<file path="config.mk">
export PLATFORM = sky130hd
export DESIGN_NAME = dual_syn_ram_cfg
export DESIGN_NICKNAME = d
export VERILOG_FILES = /design/src/rtl/dual_syn_ram_cfg.sv
export SDC_FILE = /design/constraint.sdc
export NUM_CORES = 1
export LEC_CHECK = 0
export CAP_MARGIN = 10
export CELL_PAD_IN_SITES_DETAIL_PLACEMENT = 0
export CELL_PAD_IN_SITES_GLOBAL_PLACEMENT = 1
export CORE_ASPECT_RATIO = 1.4
export CORE_UTILIZATION = 50
export DETAILED_ROUTE_END_ITERATION = 8
export GPL_ROUTABILITY_DRIVEN = 0
export GPL_TIMING_DRIVEN = 0
export PLACE_DENSITY = 0.82
export SYNTH_ARGS = -nofsm -noshare
export SYNTH_HDL_FRONTEND = slang
export SYNTH_SLANG_ARGS = --single-unit
</file>
<file path="constraint.sdc">
create_clock -name clk -period 2.5 [get_ports clk]
set_input_delay 0.75 -clock clk [delete_from_list [all_inputs] [get_ports clk]]
set_output_delay 0.75 -clock clk [all_outputs]
set_load 0.005 [all_outputs]
</file>
<file path="src/rtl/dual_syn_ram_cfg.sv">
// True dual-port synchronous RAM with a post-reset clear sweep, selectable
// read-during-write behaviour, optional output register and collision flag.
module dual_syn_ram_cfg #(
  parameter int WIDTH     = 8,
  parameter int DEPTH     = 16,
  parameter int ADDR_BUS  = 4,
  parameter int READ_MODE = 0,
  parameter int OUT_REG   = 0
) (
  input  logic                clk,
  input  logic                rst,
  output logic                busy,
  input  logic                a_we,
  input  logic                a_re,
  input  logic [ADDR_BUS-1:0] a_addr,
  input  logic [WIDTH-1:0]    a_din,
  output logic [WIDTH-1:0]    a_dout,
  output logic                a_valid,
  input  logic                b_we,
  input  logic                b_re,
  input  logic [ADDR_BUS-1:0] b_addr,
  input  logic [WIDTH-1:0]    b_din,
  output logic [WIDTH-1:0]    b_dout,
  output logic                b_valid,
  output logic                collision
);

  typedef enum logic {CLEAR, READY} state_t;

  state_t              state, state_nx;
  logic [ADDR_BUS-1:0] cnt;
  logic [WIDTH-1:0]    mem [DEPTH];

  logic ready, same_addr, a_wr, b_wr, a_rd, b_rd;
  logic [WIDTH-1:0] a_rdata, b_rdata;
  logic [WIDTH-1:0] a_q1, b_q1;
  logic             a_v1, b_v1;

  assign ready     = (state == READY);
  assign busy      = ~ready;
  assign same_addr = (a_addr == b_addr);
  assign a_wr      = ready & a_we;
  // On a same-address double write, port A wins and B's write is dropped.
  assign b_wr      = ready & b_we & ~(a_we & same_addr);
  assign a_rd      = ready & a_re;
  assign b_rd      = ready & b_re;

  always_ff @(posedge clk or negedge rst) begin
    if (!rst) begin
      state <= CLEAR;
      cnt   <= '0;
    end else begin
      state <= state_nx;
      if (state == CLEAR) cnt <= cnt + 1'b1;
    end
  end

  always_comb begin
    state_nx = state;
    case (state)
      CLEAR:   if (cnt == ADDR_BUS'(DEPTH - 1)) state_nx = READY;
      READY:   state_nx = READY;
      default: state_nx = CLEAR;
    endcase
  end

  always_ff @(posedge clk) begin
    if (state == CLEAR) begin
      mem[cnt] <= '0;
    end else begin
      if (a_wr) mem[a_addr] <= a_din;
      if (b_wr) mem[b_addr] <= b_din;
    end
  end

  always_comb begin
    a_rdata = mem[a_addr];
    b_rdata = mem[b_addr];
    if (READ_MODE == 1) begin
      if (a_wr)                   a_rdata = a_din;
      else if (b_wr && same_addr) a_rdata = b_din;
      if (a_wr && same_addr)      b_rdata = a_din;
      else if (b_wr)              b_rdata = b_din;
    end
  end

  always_ff @(posedge clk or negedge rst) begin
    if (!rst) begin
      a_q1      <= '0;
      b_q1      <= '0;
      a_v1      <= 1'b0;
      b_v1      <= 1'b0;
      collision <= 1'b0;
    end else begin
      a_v1      <= a_rd;
      b_v1      <= b_rd;
      collision <= ready & a_we & b_we & same_addr;
      if (a_rd) a_q1 <= a_rdata;
      if (b_rd) b_q1 <= b_rdata;
    end
  end

  if (OUT_REG == 1) begin : g_out_reg
    logic [WIDTH-1:0] a_q2, b_q2;
    logic             a_v2, b_v2;

    always_ff @(posedge clk or negedge rst) begin
      if (!rst) begin
        a_q2 <= '0;
        b_q2 <= '0;
        a_v2 <= 1'b0;
        b_v2 <= 1'b0;
      end else begin
        a_v2 <= a_v1;
        b_v2 <= b_v1;
        if (a_v1) a_q2 <= a_q1;
        if (b_v1) b_q2 <= b_q1;
      end
    end

    assign a_dout  = a_q2;
    assign b_dout  = b_q2;
    assign a_valid = a_v2;
    assign b_valid = b_v2;
  end else begin : g_no_out_reg
    assign a_dout  = a_q1;
    assign b_dout  = b_q1;
    assign a_valid = a_v1;
    assign b_valid = b_v1;
  end

endmodule

</file>
==> impl_metrics.json, run 1 <==
{
  "fillers": 1326,
  "min_path_type": "flip-flop to flip-flop",
  "top_layer_used": "met4",
  "core_mm2": 0.0175,
  "synth_seq_cells": 152,
  "slew_viol_final": 0,
  "cp_max_fo": 10,
  "fin_crit_ns": 2.54,
  "fin_crit_sh": 1.02,
  "p_leak_nw": 4.58,
  "via_per_inst": 6.67,
  "root_buffer": "clkbuf_16",
  "cts_sinks": 152,
  "wl_mm": 31.7,
  "slew-limit-headroom": 0.313,
  "fin_ws_ns": -0.0388,
  "insertion_delay_ns": 0.44,
  "p_total_mw": 6.76,
  "dpl.hpwl_mm": 19.4,
  "async_reset_ff_frac": 0.158,
  "worstPathRequired_ns": 2.84,
  "nets": 844,
  "arrival_ns": 2.88,
  "peakVddDrop_uv": 378,
  "postRouteAntennaNets": 0,
  "worstHoldPathCells": 2,
  "rows": 57,
  "final_layout_size_suffix_gt1_frac": 0.360,
  "fin_area_mm2": 0.0114,
  "cts_tree": "done",
  "clk_pin_slew_worst_paths_ns": 0.07,
  "tightest_slew_ns": 1.03,
  "skew_ns": 0.00922,
  "grt_pass1_vias": 7338,
  "synth_cell_types": 42,
  "synth-main-ff-cell": "edfxtp_1",
  "crit_cells": 6,
  "wl_met3_mm": 3.18,
  "drt_iter0_markers": 855,
  "path_class": "input pin to flip-flop",
  "seq_area_mm2": 0.00444,
  "antenna_found_initial": 0,
  "outcome": "finished, violations left",
  "final_cells": 1062,
  "cap_violations": 0,
  "grt_max_degree": 25,
  "synth-edff-count": 128,
  "drt-pass1-iter-count": 5,
  "layout_commonest_cell": "edfxtp_1",
  "synth_top_cell_by_area": "edfxtp_1",
  "die_h_um": 161,
  "synth_fp_nets": 735,
  "syn-mean-instance-area_um2": 12.9,
  "placed_cells": 992,
  "die_w_um": 116,
  "cp_top_family": "buffers and inverters",
  "tns_ns": -0.0388,
  "setup_viol": 1,
  "cp_slowest_cell": "nand3b_1",
  "violations": "negative setup slack",
  "grt_overflow_total": 0,
  "vias": 7080,
  "syn_area_mm2": 0.00905,
  "m1WireLength_mm": 11.1,
  "ys_seq_area_frac": 0.491,
  "grt_first_pass_wirelength_mm": 44.8,
  "start_kind": "input pin",
  "synth_top_area_share": 0.424,
  "hold_buffers": 0,
  "fmaxAchievable_mhz": 394,
  "layout_common_cells": "128 x edfxtp_1, 119 x mux2_2, 112 x mux2i_1",
  "clk_path_buf_depth": 2,
  "yosysWarningCount": 0,
  "hold_viol": 0,
  "power_density_mw_per_mm2": 591,
  "cts-buffers-inserted": 17,
  "place_area_mm2": 0.00985,
  "io_pins": 50,
  "cpPeakStageDelay_ns": 0.63,
  "diodes": 0,
  "htreeDepth": 4,
  "wl_met2_mm": 15.1,
  "worst-path-buf-inv": 2,
  "wl_per_cell_um": 29.8,
  "cp-end-kind": "flip-flop",
  "die-area_mm2": 0.0187,
  "multi_input_area_mm2": 0.00470,
  "r2r_slack_ns": 0.18,
  "start_util": 0.516,
  "drc": 0,
  "synth_area_leaders": "edfxtp_1 42%, mux2_2 15%, mux2i_1 12%, dfrtp_1 6.6%, mux4_2 2.0%",
  "grt_usage": 0.345,
  "reg2reg_depth": 5,
  "area_delta_synth_final_pct": 26.3,
  "io_buffers": 43,
  "cp_cell_sequence": "buf_2 -> clkbuf_1 -> nand3b_1 -> o22ai_1 -> nor2_2 -> a31oi_1",
  "synthCells": 704
}
[state kept, by name, summed over array words and instances, names as in the netlist]
name,flops
ready,1
cnt,4
mem,128
collision,1
a_valid,1
a_dout,8
b_dout,8
b_valid,1
[metal layers]
layer | global-route usage | vias to the layer above
li1 | - | 2962
met1 | 0.413 | 3404
met2 | 0.565 | 553
met3 | 0.0612 | 161
met4 | 0.226 | 0
met5 | 0 | -
[final timing paths]
path,from,endpoint
max,b_addr[0],b_dout[2]$_DFFE_PN0P_
min,a_dout[5]$_DFFE_PN0P_,a_dout[5]$_DFFE_PN0P_
max reg2reg,ready$_DFF_PN0_,a_dout[0]$_DFFE_PN0P_
min reg2reg,a_dout[5]$_DFFE_PN0P_,a_dout[5]$_DFFE_PN0P_
max in group asynchronous,rst,cnt[2]$_DFFE_PN0N_
min in group asynchronous,rst,b_dout[5]$_DFFE_PN0P_
[cell usage after synthesis (8+ instances only)]
cell type / count
a21oi_1: 9
edfxtp_1: 128
nor2_1: 24
mux2_4: 8
a221oi_1: 8
a31oi_1: 14
buf_2: 17
nor2b_1: 8
mux2i_1: 112
nand3_1: 20
mux4_2: 8
nand2_1: 39
o21ai_0: 24
mux2_2: 120
a22oi_1: 16
clkbuf_1: 32
and3_1: 8
nand4_1: 9
o22ai_1: 16
dfrtp_1: 24
[through the flow]
step           worst slack (ns)  utilization  hold WS, ns
6_report                -0.0388        0.652        0.485
5_1_grt                 -0.0105        0.652        0.515
4_1_cts                -0.00118        0.640        0.492
3_5_place_dp              -1.31        0.561        0.477
3_3_place_gp              -1.73        0.557        0.467
2_1_floorplan           -0.0256            -        0.454
[worst reg2reg max path, delay by kind of cell, from the launching register on]
kind                   cells  cell delay (ns)
and+or+nand+nor            4             1.60
buffers and inverters      1             0.26
DFF                        1             0.40
[power by group]
part           internal (mW)  total (mW)  switching (mW)
registers               2.81        2.85          0.0334
clock network           1.81        2.91            1.10
logic                  0.426       0.999           0.573
[cell type report]
cell class,count,area share
inverter,4,0.00153
clock inverter,13,0.0189
sequential,152,0.389
tap,236,0.0258
buffer,59,0.0291
clock buffer,19,0.0387
timing repair buffer,88,0.0861
multi-input combinational,491,0.411
[cells by family after synthesis]
family,synth area share
buf+inv,0.0332
mux,0.307
simple gates,0.0698
flops,0.491
compound gates,0.0906
xor+xnor,0.00677
fa+ha+maj,0.00138
[timing repair]
item / in CTS / in global routing
pin swaps: 24 / 4
gates resized for setup: 70 / 21
setup endpoints to repair: 273 / 251
buffers inserted: 30 / 4
gates cloned: 0 / 4
(Power assumes the default switching activity.)
==> run 2: changes to the inputs <==
==> constraint.sdc (replaced) <==
create_clock -name clk -period 2.5 [get_ports clk]
set_input_delay 0.625 -clock clk [delete_from_list [all_inputs] [get_ports clk]]
set_output_delay 0.625 -clock clk [all_outputs]
set_load 0.005 [all_outputs]
==> run 2 against run 1 <==
Against the previous run:
- maximum frequency down 1.6%
- via count is 1.8% lower
- largest power group is now registers
- utilization down 1.8 points
- highest routed layer unchanged
- the flow still finishes with violations (negative setup slack)
- critical path type unchanged
==> impl_metrics.json, run 2 (same netlist as run 1, synthesis figures left out) <==
{
  "outcome": "finished, violations left",
  "violations": "negative setup slack",
  "min-delay-start": "a_dout[3]$_DFFE_PN0P_",
  "grt_usage": 0.336,
  "via_per_inst": 6.57,
  "place_area_mm2": 0.00989,
  "skew_ns": 0.0128,
  "largest_register_ffs": 128,
  "slew-limit-headroom": 0.373,
  "rsz0062_at_grt": "true",
  "path_class": "input pin to flip-flop",
  "clock_power_share": 0.414,
  "dpl.hpwl_mm": 19.8,
  "cp_common_cell": "buf_4",
  "cts-buffers-inserted": 17,
  "die_w_um": 116,
  "htreeDepth": 4,
  "die-area_mm2": 0.0187,
  "hold_path_end": "a_dout[3]$_DFFE_PN0P_",
  "cpPeakStageDelay_ns": 0.70,
  "layout_common_cells": "128 x edfxtp_1, 120 x mux2_2, 112 x mux2i_1",
  "root_buffer": "clkbuf_16",
  "io_buffers": 43,
  "drc": 0,
  "cp_cell_sequence": "clkdlybuf4s50_1 -> buf_4 -> nand2_1 -> a31oi_1 -> o21ai_1 -> buf_4",
  "grt_first_pass_wirelength_mm": 43.7,
  "worstPathRequired_ns": 2.68,
  "min_path_type": "flip-flop to flip-flop",
  "slew_viol_final": 0,
  "clk_path_buf_depth": 2,
  "cap_violations": 0,
  "antenna_found_initial": 0,
  "p_total_mw": 6.43,
  "layout_commonest_cell": "edfxtp_1",
  "switching_share": 0.256,
  "hold_viol": 0,
  "arrival_ns": 2.76,
  "fin_ws_ns": -0.0808,
  "area_delta_synth_final_pct": 22.9,
  "grt_pass1_vias": 7390,
  "grt_overflow_total": 0,
  "dpl_worst_slack_ns": -1.10,
  "largest-register": "mem",
  "wl_per_cell_um": 28.4,
  "fmaxAchievable_mhz": 387,
  "fin_crit_ns": 2.58,
  "nets": 840,
  "diodes": 0,
  "fin_area_mm2": 0.0111,
  "insertion_delay_ns": 0.44,
  "wl_mm": 30.0,
  "reg2reg_depth": 6,
  "cp-end-kind": "flip-flop",
  "peakVddDrop_uv": 353,
  "p_leak_nw": 4.47,
  "cp_max_fo": 10,
  "cts_tree": "done",
  "comb_power_share": 0.144,
  "clk_pin_slew_worst_paths_ns": 0.06,
  "power_density_mw_per_mm2": 578,
  "fin_crit_sh": 1.03,
  "reg2reg_to": "mem[10][3]$_DFFE_PP_",
  "tns_ns": -1.70,
  "start_kind": "input pin",
  "seqPwrFrac": 0.443,
  "cts_sinks": 152,
  "r2r_slack_ns": 0.18,
  "grt_max_degree": 25,
  "start_util": 0.516,
  "rows": 57,
  "drt_iter0_markers": 689,
  "cp_slowest_cell": "a31oi_1",
  "tightest_slew_ns": 0.936,
  "postRouteAntennaNets": 0,
  "power.internal_mw": 4.78,
  "vias": 6954,
  "die_h_um": 161,
  "worstHoldPathCells": 2,
  "final_layout_size_suffix_gt1_frac": 0.333,
  "drt-pass1-iter-count": 5,
  "core_mm2": 0.0175,
  "hold_buffers": 0,
  "setup_viol": 52,
  "io_pins": 50,
  "worstReg2RegStart": "ready$_DFF_PN0_",
  "p_sw_mw": 1.65
}
run 2: through the flow:
step	util	hold slack (ns)	instances
after CTS	0.628	0.481	1055
final	0.634	0.474	1058
after global placement	0.557	0.467	983
after global routing	0.634	0.508	1058
after floorplan	-	0.329	704
after detailed placement	0.564	0.467	997
run 2: how the worst max path moves through the flow:
stage	from	slack, ns	to
global route	a_we	-0.09	mem[15][1]$_DFFE_PP_
CTS	a_addr[1]	0.005	mem[9][6]$_DFFE_PP_
finish	a_we	-0.08	mem[10][3]$_DFFE_PP_
floorplan	b_addr[3]	0.001	mem[7][0]$_DFFE_PP_
detailed placement	a_we	-1.10	mem[6][3]$_DFFE_PP_
global placement	a_we	-1.62	mem[1][4]$_DFFE_PP_
run 2: cell type report:
class                           instances  area, µm²
Sequential cell                       152       4440
Timing Repair Buffer                   88        973
Fill cell                            1338       6420
Inverter                                4       15.0
Multi-Input combinational cell        488       4480
Tap cell                              236        295
Clock inverter                         15        176
Clock buffer                           17        425
Buffer                                 58        318
run 2: power by group through the flow:
| stage | sequential [mW] | clock [mW] | combinational, mW |
|---|---|---|---|
| after floorplan | 2.89 | 0 | 0.496 |
| after global placement | 2.90 | 0 | 0.798 |
| after detailed placement | 2.90 | 0 | 0.836 |
| after CTS | 2.85 | 2.64 | 0.887 |
| after global routing | 2.85 | 2.74 | 0.967 |
| final | 2.85 | 2.66 | 0.925 |
run 2: what timing repair did:
action | in CTS | in global routing
resized for setup | 38 | 10
setup buffers | 27 | 3
pin swaps | 20 | 2
cloned | 0 | 0
endpoints found under the setup margin | 271 | 120
run 2: critical path: cells and delay by family:
family	cells	cell delay, ns
compound gates	2	0.85
simple gates	1	0.21
buf+inv	3	1.06
run 2: per-layer routing:
layer	share of wire	track usage
met5	0	0
met4	0.072	0.240
met2	0.49	0.559
met1	0.35	0.387
met3	0.084	0.0593
==> run 3: changes to the inputs <==
CORE_UTILIZATION = 54   (was 50)
CTS_CLUSTER_DIAMETER = 200   (was default)
PLACE_DENSITY = 0.88   (was 0.82)
clock period = 3.2 ns   (was 2.5 ns; I/O delays follow)
==> run 3 against run 2 <==
Against the previous run:
- first-iteration DRC count up 27%
- worst hold slack better by 0.011 ns
- die area down 7.3%
- largest cell class is now sequential cells
- clock skew down 0.0069 ns
- global-route usage up 0.78 points
- utilization up 1.5 points
- non-clock buffer count down 26
- cell area down 4.8%
- register-to-register slack worse by 0.24 ns
- cell count down 6.0%
- routed wire length down 3.9%
- the run ends with design-rule violations, negative setup slack left
==> impl_metrics.json, run 3 (same netlist as run 1, synthesis figures left out) <==
{
  "outcome": "finished, violations left",
  "violations": "design-rule violations, negative setup slack",
  "cp_cell_sequence": "clkbuf_1 -> buf_2 -> nand2_1 -> nor2_1 -> nand4_1 -> nand3_1",
  "power.internal_mw": 3.96,
  "drc": 8,
  "die_w_um": 111,
  "area_delta_synth_final_pct": 16.9,
  "rows": 55,
  "worstReg2RegStart": "ready$_DFF_PN0_",
  "reg2reg_to": "a_dout[2]$_DFFE_PN0P_",
  "hold_path_end": "a_dout[4]$_DFFE_PN0P_",
  "fmaxAchievable_mhz": 307,
  "layout_commonest_cell": "edfxtp_1",
  "final_layout_size_suffix_gt1_frac": 0.293,
  "comb_power_share": 0.130,
  "start_kind": "flip-flop",
  "fin_crit_ns": 3.26,
  "path_class": "flip-flop to flip-flop",
  "r2r_slack_ns": -0.06,
  "cts-buffers-inserted": 17,
  "clk_path_buf_depth": 2,
  "io_pins": 50,
  "drt_iter0_markers": 878,
  "diodes": 0,
  "arrival_ns": 3.62,
  "min-delay-start": "a_dout[4]$_DFFE_PN0P_",
  "clk_pin_slew_worst_paths_ns": 0.06,
  "io_buffers": 43,
  "postRouteAntennaNets": 0,
  "core_mm2": 0.0163,
  "die_h_um": 155,
  "placed_cells": 962,
  "grt_first_pass_wirelength_mm": 42.1,
  "worstHoldPathCells": 2,
  "cp-end-kind": "flip-flop",
  "cap_violations": 0,
  "clock_power_share": 0.445,
  "wl_mm": 28.8,
  "cp-startpoint": "ready$_DFF_PN0_",
  "via_per_inst": 6.88,
  "rsz0062_at_grt": "false",
  "peakVddDrop_uv": 319,
  "fin_crit_sh": 1.02,
  "slew-limit-headroom": 0.250,
  "seqPwrFrac": 0.425,
  "root_buffer": "clkbuf_16",
  "hold_viol": 0,
  "cp_slowest_cell": "nor2_1",
  "switching_share": 0.242,
  "grt_max_degree": 25,
  "reg2reg_depth": 6,
  "final_cells": 995,
  "cp_max_fo": 10,
  "slew_viol_final": 0,
  "cts_sinks": 152,
  "layout_common_cells": "128 x edfxtp_1, 120 x mux2_2, 112 x mux2i_1",
  "htreeDepth": 4,
  "antenna_found_initial": 0,
  "largest_register_ffs": 128,
  "power_density_mw_per_mm2": 493,
  "fin_ws_ns": -0.0624,
  "hold_buffers": 0,
  "cts_tree": "done",
  "insertion_delay_ns": 0.44,
  "skew_ns": 0.00590,
  "die-area_mm2": 0.0173,
  "wl_per_cell_um": 29.0,
  "largest-register": "mem",
  "setup_viol": 1,
  "tightest_slew_ns": 1.12,
  "grt_pass1_vias": 6934,
  "cpPeakStageDelay_ns": 0.90,
  "p_sw_mw": 1.26,
  "vias": 6844,
  "nets": 814,
  "min_path_type": "flip-flop to flip-flop",
  "cp_top_family": "simple AND/OR/NAND/NOR gates",
  "grt_usage": 0.344,
  "start_util": 0.555,
  "dpl_worst_slack_ns": -0.572,
  "p_leak_nw": 4.26,
  "worstPathRequired_ns": 3.56,
  "drt-pass1-iter-count": 7,
  "fillers": 1230,
  "grt_overflow_total": 0,
  "worst-path-buf-inv": 2,
  "dpl.hpwl_mm": 19.7
}
==> run 3: cell type report <==
| class | instances | area (µm²) | share of cell area |
|---|---|---|---|
| Timing Repair Buffer | 60 | 577 | 0.0545 |
| Clock buffer | 17 | 425 | 0.0402 |
| Buffer | 60 | 287 | 0.0271 |
| Clock inverter | 15 | 249 | 0.0235 |
| Tap cell | 199 | 249 | 0.0235 |
| Sequential cell | 152 | 4440 | 0.420 |
| Multi-Input combinational cell | 488 | 4340 | 0.410 |
| Inverter | 4 | 15.0 | 0.00142 |
==> run 3: timing repair <==
item                                    CTS  global route
setup buffers                             0             0
gates resized for setup                   1             6
endpoints found under the setup margin   55            30
==> run 3: per-layer routing <==
metal,up-vias,track usage,share of wire
met4,0,0.241,0.066
met5,-,0,0
met1,3312,0.413,0.35
li1,2893,-,-
met2,516,0.562,0.48
met3,123,0.0639,0.10
==> run 3: through the flow <==
step           TNS, ns  cell area, µm²  utilization  power (mW)  hold WS [ns]
2_1_floorplan        0            9050            -        2.65         0.473
3_5_place_dp    -48.64            9850        0.604        2.91         0.473
4_1_cts              0           10500        0.646        5.18         0.487
6_report       -0.0624           10600        0.649        5.22         0.485
3_3_place_gp   -138.92            9730        0.597        2.89         0.467
5_1_grt              0           10600        0.649        5.31         0.509
==> run 3: how the worst max path moves through the flow <==
stage / endpoint / slack [ns] / depth (start not counted)
detailed placement: mem[13][1]$_DFFE_PP_ / -0.57 / 7
floorplan: mem[7][0]$_DFFE_PP_ / 0.53 / 6
finish: a_dout[2]$_DFFE_PN0P_ / -0.06 / 6
global route: mem[13][4]$_DFFE_PP_ / 0.009 / 7
global placement: mem[14][4]$_DFFE_PP_ / -1.22 / 6
CTS: mem[5][6]$_DFFE_PP_ / 0.02 / 8
==> run 3: power by group through the flow <==
stage	combinational, mW	clock, mW	sequential, mW
after floorplan	0.388	0	2.26
after global placement	0.625	0	2.26
after detailed placement	0.653	0	2.26
after CTS	0.656	2.31	2.22
after global routing	0.707	2.38	2.22
final	0.676	2.32	2.22
==> run 3: worst min-delay path, stage by stage, from the launching register on <==
cell     delay, ns
dfrtp_1       0.34
nand2_1       0.05
nand3_1       0.06
